## src/rtl/redmule_tcdm_splitter.sv

```systemverilog
// Splits one wide HCI request into MP word-wide TCDM requests and merges the
// narrow responses back into one wide response; narrow grants may arrive in any order.
module redmule_tcdm_splitter #(
    parameter int unsigned MP = 4,
    parameter int unsigned IW = 8
) (
    input  logic              clk_i,
    input  logic              rst_ni,
    input  logic              clear_i,
    input  logic              req_i,
    output logic              gnt_o,
    input  logic [31:0]       add_i,
    input  logic              wen_i,
    input  logic [MP*4-1:0]   be_i,
    input  logic [MP*32-1:0]  data_i,
    input  logic [IW-1:0]     id_i,
    output logic              r_valid_o,
    output logic [MP*32-1:0]  r_data_o,
    output logic [IW-1:0]     r_id_o,
    output logic              busy_o,
    output logic [MP-1:0]     tcdm_req_o,
    input  logic [MP-1:0]     tcdm_gnt_i,
    output logic [MP*32-1:0]  tcdm_add_o,
    output logic [MP-1:0]     tcdm_wen_o,
    output logic [MP*4-1:0]   tcdm_be_o,
    output logic [MP*32-1:0]  tcdm_data_o,
    input  logic [MP-1:0]     tcdm_r_valid_i,
    input  logic [MP*32-1:0]  tcdm_r_data_i
);
    localparam int unsigned DW = MP * 32;

    typedef enum logic {ISSUE, COLLECT} state_e;

    state_e          state_q, state_d;
    logic [MP-1:0]   granted_q, granted_d;
    logic [MP-1:0]   pending_q, pending_d;
    logic [IW-1:0]   id_q, id_d;
    logic [DW-1:0]   rbuf_q, rbuf_d;
    logic            r_valid_q, r_valid_d;
    logic [DW-1:0]   r_data_q, r_data_d;
    logic [IW-1:0]   r_id_q, r_id_d;

    logic [MP-1:0]   new_gnt;
    logic            all_g;
    logic            complete;

    for (genvar i = 0; i < MP; i++) begin : g_port
        assign tcdm_add_o[32*i +: 32] = add_i + 32'(4 * i);
    end
    assign tcdm_wen_o  = {MP{wen_i}};
    assign tcdm_be_o   = be_i;
    assign tcdm_data_o = data_i;

    // Ports already granted drop their request so each word is issued once.
    assign tcdm_req_o = {MP{req_i && (state_q == ISSUE)}} & ~granted_q;
    assign new_gnt    = tcdm_req_o & tcdm_gnt_i;
    assign all_g      = &(granted_q | new_gnt);
    assign gnt_o      = req_i && (state_q == ISSUE) && all_g;
    assign complete   = (state_q == COLLECT) && ((pending_q & ~tcdm_r_valid_i) == '0);

    assign busy_o    = (state_q == COLLECT) || (|granted_q);
    assign r_valid_o = r_valid_q;
    assign r_data_o  = r_data_q;
    assign r_id_o    = r_id_q;

    always_comb begin
        state_d   = state_q;
        granted_d = granted_q | new_gnt;
        pending_d = (pending_q & ~tcdm_r_valid_i) | new_gnt;
        id_d      = id_q;
        rbuf_d    = rbuf_q;
        r_valid_d = 1'b0;
        r_data_d  = r_data_q;
        r_id_d    = r_id_q;
        // Responses without a matching pending bit are stale and dropped.
        for (int unsigned i = 0; i < MP; i++) begin
            if (pending_q[i] && tcdm_r_valid_i[i]) begin
                rbuf_d[32*i +: 32] = tcdm_r_data_i[32*i +: 32];
            end
        end
        if (gnt_o) begin
            granted_d = '0;
            id_d      = id_i;
            state_d   = COLLECT;
        end
        if (complete) begin
            r_valid_d = 1'b1;
            r_data_d  = rbuf_d;
            r_id_d    = id_q;
            state_d   = ISSUE;
        end
        if (clear_i) begin
            granted_d = '0;
            pending_d = '0;
            state_d   = ISSUE;
            r_valid_d = 1'b0;
        end
    end

    always_ff @(posedge clk_i or negedge rst_ni) begin
        if (!rst_ni) begin
            state_q   <= ISSUE;
            granted_q <= '0;
            pending_q <= '0;
            id_q      <= '0;
            rbuf_q    <= '0;
            r_valid_q <= 1'b0;
            r_data_q  <= '0;
            r_id_q    <= '0;
        end else begin
            state_q   <= state_d;
            granted_q <= granted_d;
            pending_q <= pending_d;
            id_q      <= id_d;
            rbuf_q    <= rbuf_d;
            r_valid_q <= r_valid_d;
            r_data_q  <= r_data_d;
            r_id_q    <= r_id_d;
        end
    end
endmodule

```

## config.mk

```make
export PLATFORM = sky130hd
export DESIGN_NAME = redmule_tcdm_splitter
export DESIGN_NICKNAME = d
export VERILOG_FILES = /design/src/rtl/redmule_tcdm_splitter.sv
export SDC_FILE = /design/constraint.sdc
export NUM_CORES = 1
export LEC_CHECK = 0
export ABC_AREA = 0
export ABC_CLOCK_PERIOD_IN_PS = 3060
export CAP_MARGIN = 20
export CORE_AREA = 2 2 291 293
export CTS_CLUSTER_DIAMETER = 80
export DETAILED_ROUTE_END_ITERATION = 12
export DIE_AREA = 0 0 293 295
export PLACE_DENSITY = 0.5
export REMOVE_ABC_BUFFERS = 1
export SKIP_CTS_REPAIR_TIMING = 1
export SLEW_MARGIN = 20
export SYNTH_ARGS = -nofsm -noshare
export SYNTH_HDL_FRONTEND = slang
export SYNTH_SLANG_ARGS = --single-unit
```

## constraint.sdc

```tcl
create_clock -name clk_i -period 3.06 [get_ports clk_i]
set_input_delay 0.612 -clock clk_i [delete_from_list [all_inputs] [get_ports clk_i]]
set_output_delay 0.612 -clock clk_i [all_outputs]
set_load 0.01 [all_outputs]
```

=== Word-level counts from Yosys, hierarchy flattened ===
Cells that the tools add are included.

* Reduce and logical (&&, ||, !) cells: 12
* Mux-type cells: 12
* Bitwise gates (word level): 8
* Add/subtract/negate cells: 3

{| class="wikitable"
|+ Operators by type and width
! cell !! count
|-
| $mux W32 || 4
|-
| $add A32 B4 Y32 const B || 2
|-
| $add A32 B3 Y32 const B || 1
|-
| $and A4 B4 Y4 || 3
|-
| $mux W4 || 3
|-
| $not A4 Y4 || 2
|-
| $or A4 B4 Y4 || 2
|-
| $logic_and A1 B1 Y1 || 7
|-
| $mux W1 || 5
|-
| $logic_not A4 Y1 || 1
|-
| $reduce_and A4 Y1 || 1
|-
| $reduce_or A4 Y1 || 1
|-
| $reduce_bool A3 Y1 || 1
|-
| $logic_or A1 B1 Y1 || 1
|-
| $not A1 Y1 || 1
|}

* Input port bits: 325
* Output and inout port bits: 419
* Flip-flop bits (word level): 282
* Word-level logic and storage cells: 43

=== Longest topological paths before layout ===
* Depth after elaboration: 10
* Gate-level depth with buffers: 7
* Depth with buffers taken out: 6

=== Least setup slack after synthesis ===
Ideal clock, no wire load.

* Path kind: input -> output
* Start point: in add_i[2]
* End point: out tcdm_add_o[124]
* Data required time: 2.448 ns
* Buffers on the path: 1
* Arrival: 2.011 ns
* Stages: 6
* Setup slack: 0.437 ns
* Cells stage by stage: buf_2 -> inv_1 -> ha_1 -> nand4b_2 -> nor4_1 -> xor2_1

* Longest elaborated chain between the ends: 1

{| class="wikitable"
|+ Ends and longest elaborated chain
! what !! RTL line !! RTL
|-
| start: declaration || 12 || <nowiki>input logic [31:0] add_i,</nowiki>
|-
| $add A32 B4 Y32 || 48 || <nowiki>assign tcdm_add_o[32*i +: 32] = add_i + 32'(4 * i);</nowiki>
|-
| end: declaration || 23 || <nowiki>output logic [MP*32-1:0] tcdm_add_o,</nowiki>
|}

Every way passes these cells.

=== Final worst setup path ===
* Start point: in add_i[24]
* End point: out tcdm_add_o[94]

Same word-level chain as after synthesis.

==> impl_metrics.yaml <==
yosys:
  synth_commonest_cells: "dfrtp_1 (282), buf_4 (193), mux2_2 (163)"
  async_flop_share_pct: 100
  synth_compound_area_share_pct: 0.426
  syn_avg_cell_area_um2: 12.8
  synth-main-ff-cell: "dfrtp_1"
  synthAdderAreaFrac_pct: 0.371
  synth-xor-area-share_pct: 5.39
  synthSimpleGateAreaFrac_pct: 6.18
  yosys.cell_types.count: 35
  synth-edff-count: 0
  synth_area_um2: 13500
  yosysMostFrequentCell: "dfrtp_1"
  ys_ff_latch: 282
  synth.area.top_cells: "dfrtp_1 (52%), mux2_2 (14%), buf_4 (11%), mux2_1 (9.1%), xor2_1 (3.4%)"
  yosysSeqAreaShare_pct: 52.3
  synth_top_area_cell: "dfrtp_1"
  muxShareOfSynthArea_pct: 22.7
  yosysTopAreaCellShare_pct: 52.3
  postSynthCellCount: 1051
  synth_top_family_by_area: "multiplexers"
  yosys_warnings: 0
global_routing:
  grt_pass1_vias: 10311
  grtUsageTotal_pct: 16.4
  grt_pass1_wl_um: 95300
  grt_overflow: 0
  grt_max_degree: 72
  antenna_found_initial: 18
sta:
  rsz0062_at_grt: "yes"
  tightest_slew_ns: 0.547
  finalCritPeriodShare_pct: 99.6
  period_needed_ns: 3.05
  setup_ws_ns: 0.0129
  finalSetupViolations: 0
  slew_headroom_pct: 63.5
  hold-worst-slack_ns: -0.00818
  final_max_slew_viol_count: 0
  skew_ns: 0.0483
  fin_tns_setup_ns: 0
  max_freq_mhz: 328
  finalHoldViolCount: 18
worst_setup_path:
  r2r_cells: 5
  critPathArrivalTime_ns: 2.44
  worstSetupEndpointType: "output pin"
  worstPathRequired_ns: 2.45
  cp-start-kind: "input port"
  worstSetupPathType: "in -> out"
  path_max_fanout: 4
finish:
  syn_to_final_growth_pct: 49.2
  final_util_pct: 24.2
  drive_gt1_share_pct: 27.4
  fin_nets: 1730
detailed_routing:
  drc: 0
  routed_via_density: 3.98
  drt_first_iter_violations: 485
  drt_wl_total_um: 72800
  vias: 10007
  firstDrtPassIters: 4
  postRouteAntennaNets: 0
  wl_per_cell_um: 28.9
clock_network:
  cts_tree: "yes"
  htree_levels: 2
  cts.sinks: 282
  max-clock-path-buffers: 3
  cts_buffers: 37
  clock_latency_ns: 0.58
  root_buffer: "clkbuf_16"
  clk_pin_slew_ns: 0.05
pwr:
  peakVddDrop_mv: 0.482
  power_density_nw_per_um2: 729
  power_w: 0.0147
  leakagePower_nw: 8.91
die:
  initial_core_util_pct: 16.2
  die_h_um: 295
  rows: 106
  ios: 744
  die_x_um: 293
  die_area_um2: 86400
  core_um2: 83200
run_status:
  violations: "hold timing"
  outcome: "complete, but fails checks"
hold_path:
  hold_class: "in -> async"
placed_design:
  port_buffers: 440
  post-dp-hpwl_um: 56700
  gp_congestion: 0.902
  pre_cts_slack_ns: -0.823
job:
  drv_cap: 0
[power breakdown]
part / switching, W / internal (W) / total [W]
registers: 0.000617 / 0.00509 / 0.00571
logic: 0.00185 / 0.00273 / 0.00458
clock network: 0.00180 / 0.00259 / 0.00440
total: 0.00427 / 0.0104 / 0.0147
[per-layer routing]
metal	vias to the layer above	part of all wire, %	GRT usage [%]
met5	-	2.0	11.4
met4	38	2.1	3.58
met3	103	24	19.2
met2	869	35	20.3
met1	4899	37	16.6
li1	4098	-	-
[stage by stage]
stage	instances	instance area, um2
after floorplan	807	11800
after global placement	2429	18400
after detailed placement	2429	18400
after CTS	2494	19700
after global routing	2508	20100
final	2516	20100
[sequential cells by signal (all words and copies together), names as in the netlist]
signal and flops:
granted_q 4, state_q 1, r_valid_o 1, pending_q 4, r_id_o 8, rbuf_q 128
r_data_o 128, id_q 8
[critical path, cell delays in order]
cell	delay, ns
clkdlybuf4s50_1	0.53
and4_4	0.27
buf_4	0.12
nand4_1	0.22
buf_4	0.22
nor3_2	0.16
xor2_1	0.15
clkbuf_2	0.15
[logic make-up (layout without fill, tap and decap cells)]
| logic type | after synthesis | after routing |
|---|---|---|
| mux | 272 | 272 |
| flops | 282 | 282 |
| other cells | 0 | 9 |
| simple gates | 151 | 151 |
| fa+ha+maj | 4 | 4 |
| buf+inv | 248 | 624 |
| compound gates | 11 | 11 |
| xor+xnor | 83 | 83 |
[path summary, 6_finish.rpt]
check / slack (ns) / to / from
setup / recovery: 0.01 / tcdm_add_o[94] / add_i[24]
hold / removal: -0.008 / rbuf_q[46] / rst_ni
setup reg to reg: 1.03 / r_data_o[17] / pending_q[2]
hold reg to reg: 0.46 / r_id_o[7] / id_q[7]
max in group asynchronous: 2.23 / rbuf_q[103] / rst_ni
min in group clk_i: 0.46 / r_id_o[7] / id_q[7]
[area by class of cell]
type                       count  area, um2
tap                         1080       1350
clock buffer                  50       1030
fill                        8760      63000
antenna                        9       22.5
multi-input combinational    521       4950
timing repair buffer         555       5480
sequential                   282       7060
inverter                       4       15.0
clock inverter                15        223
[cells in the final DEF (no fill, tap or decap), types with 6 or more instances in the layout]
cell type,instances
a21oi_1,9
buf_12,6
buf_4,104
clkbuf_1,7
clkbuf_16,37
clkbuf_2,8
clkbuf_8,6
clkdlybuf4s50_1,365
dfrtp_1,282
diode_2,9
dlymetal6s2s_1,65
mux2_1,109
mux2_2,163
nand2_1,21
nand3_1,15
nand4_1,14
nor2_1,31
nor3_1,12
nor3_2,14
xnor2_1,31
xor2_1,52
No activity file was read; power rests on OpenSTA's default activity.
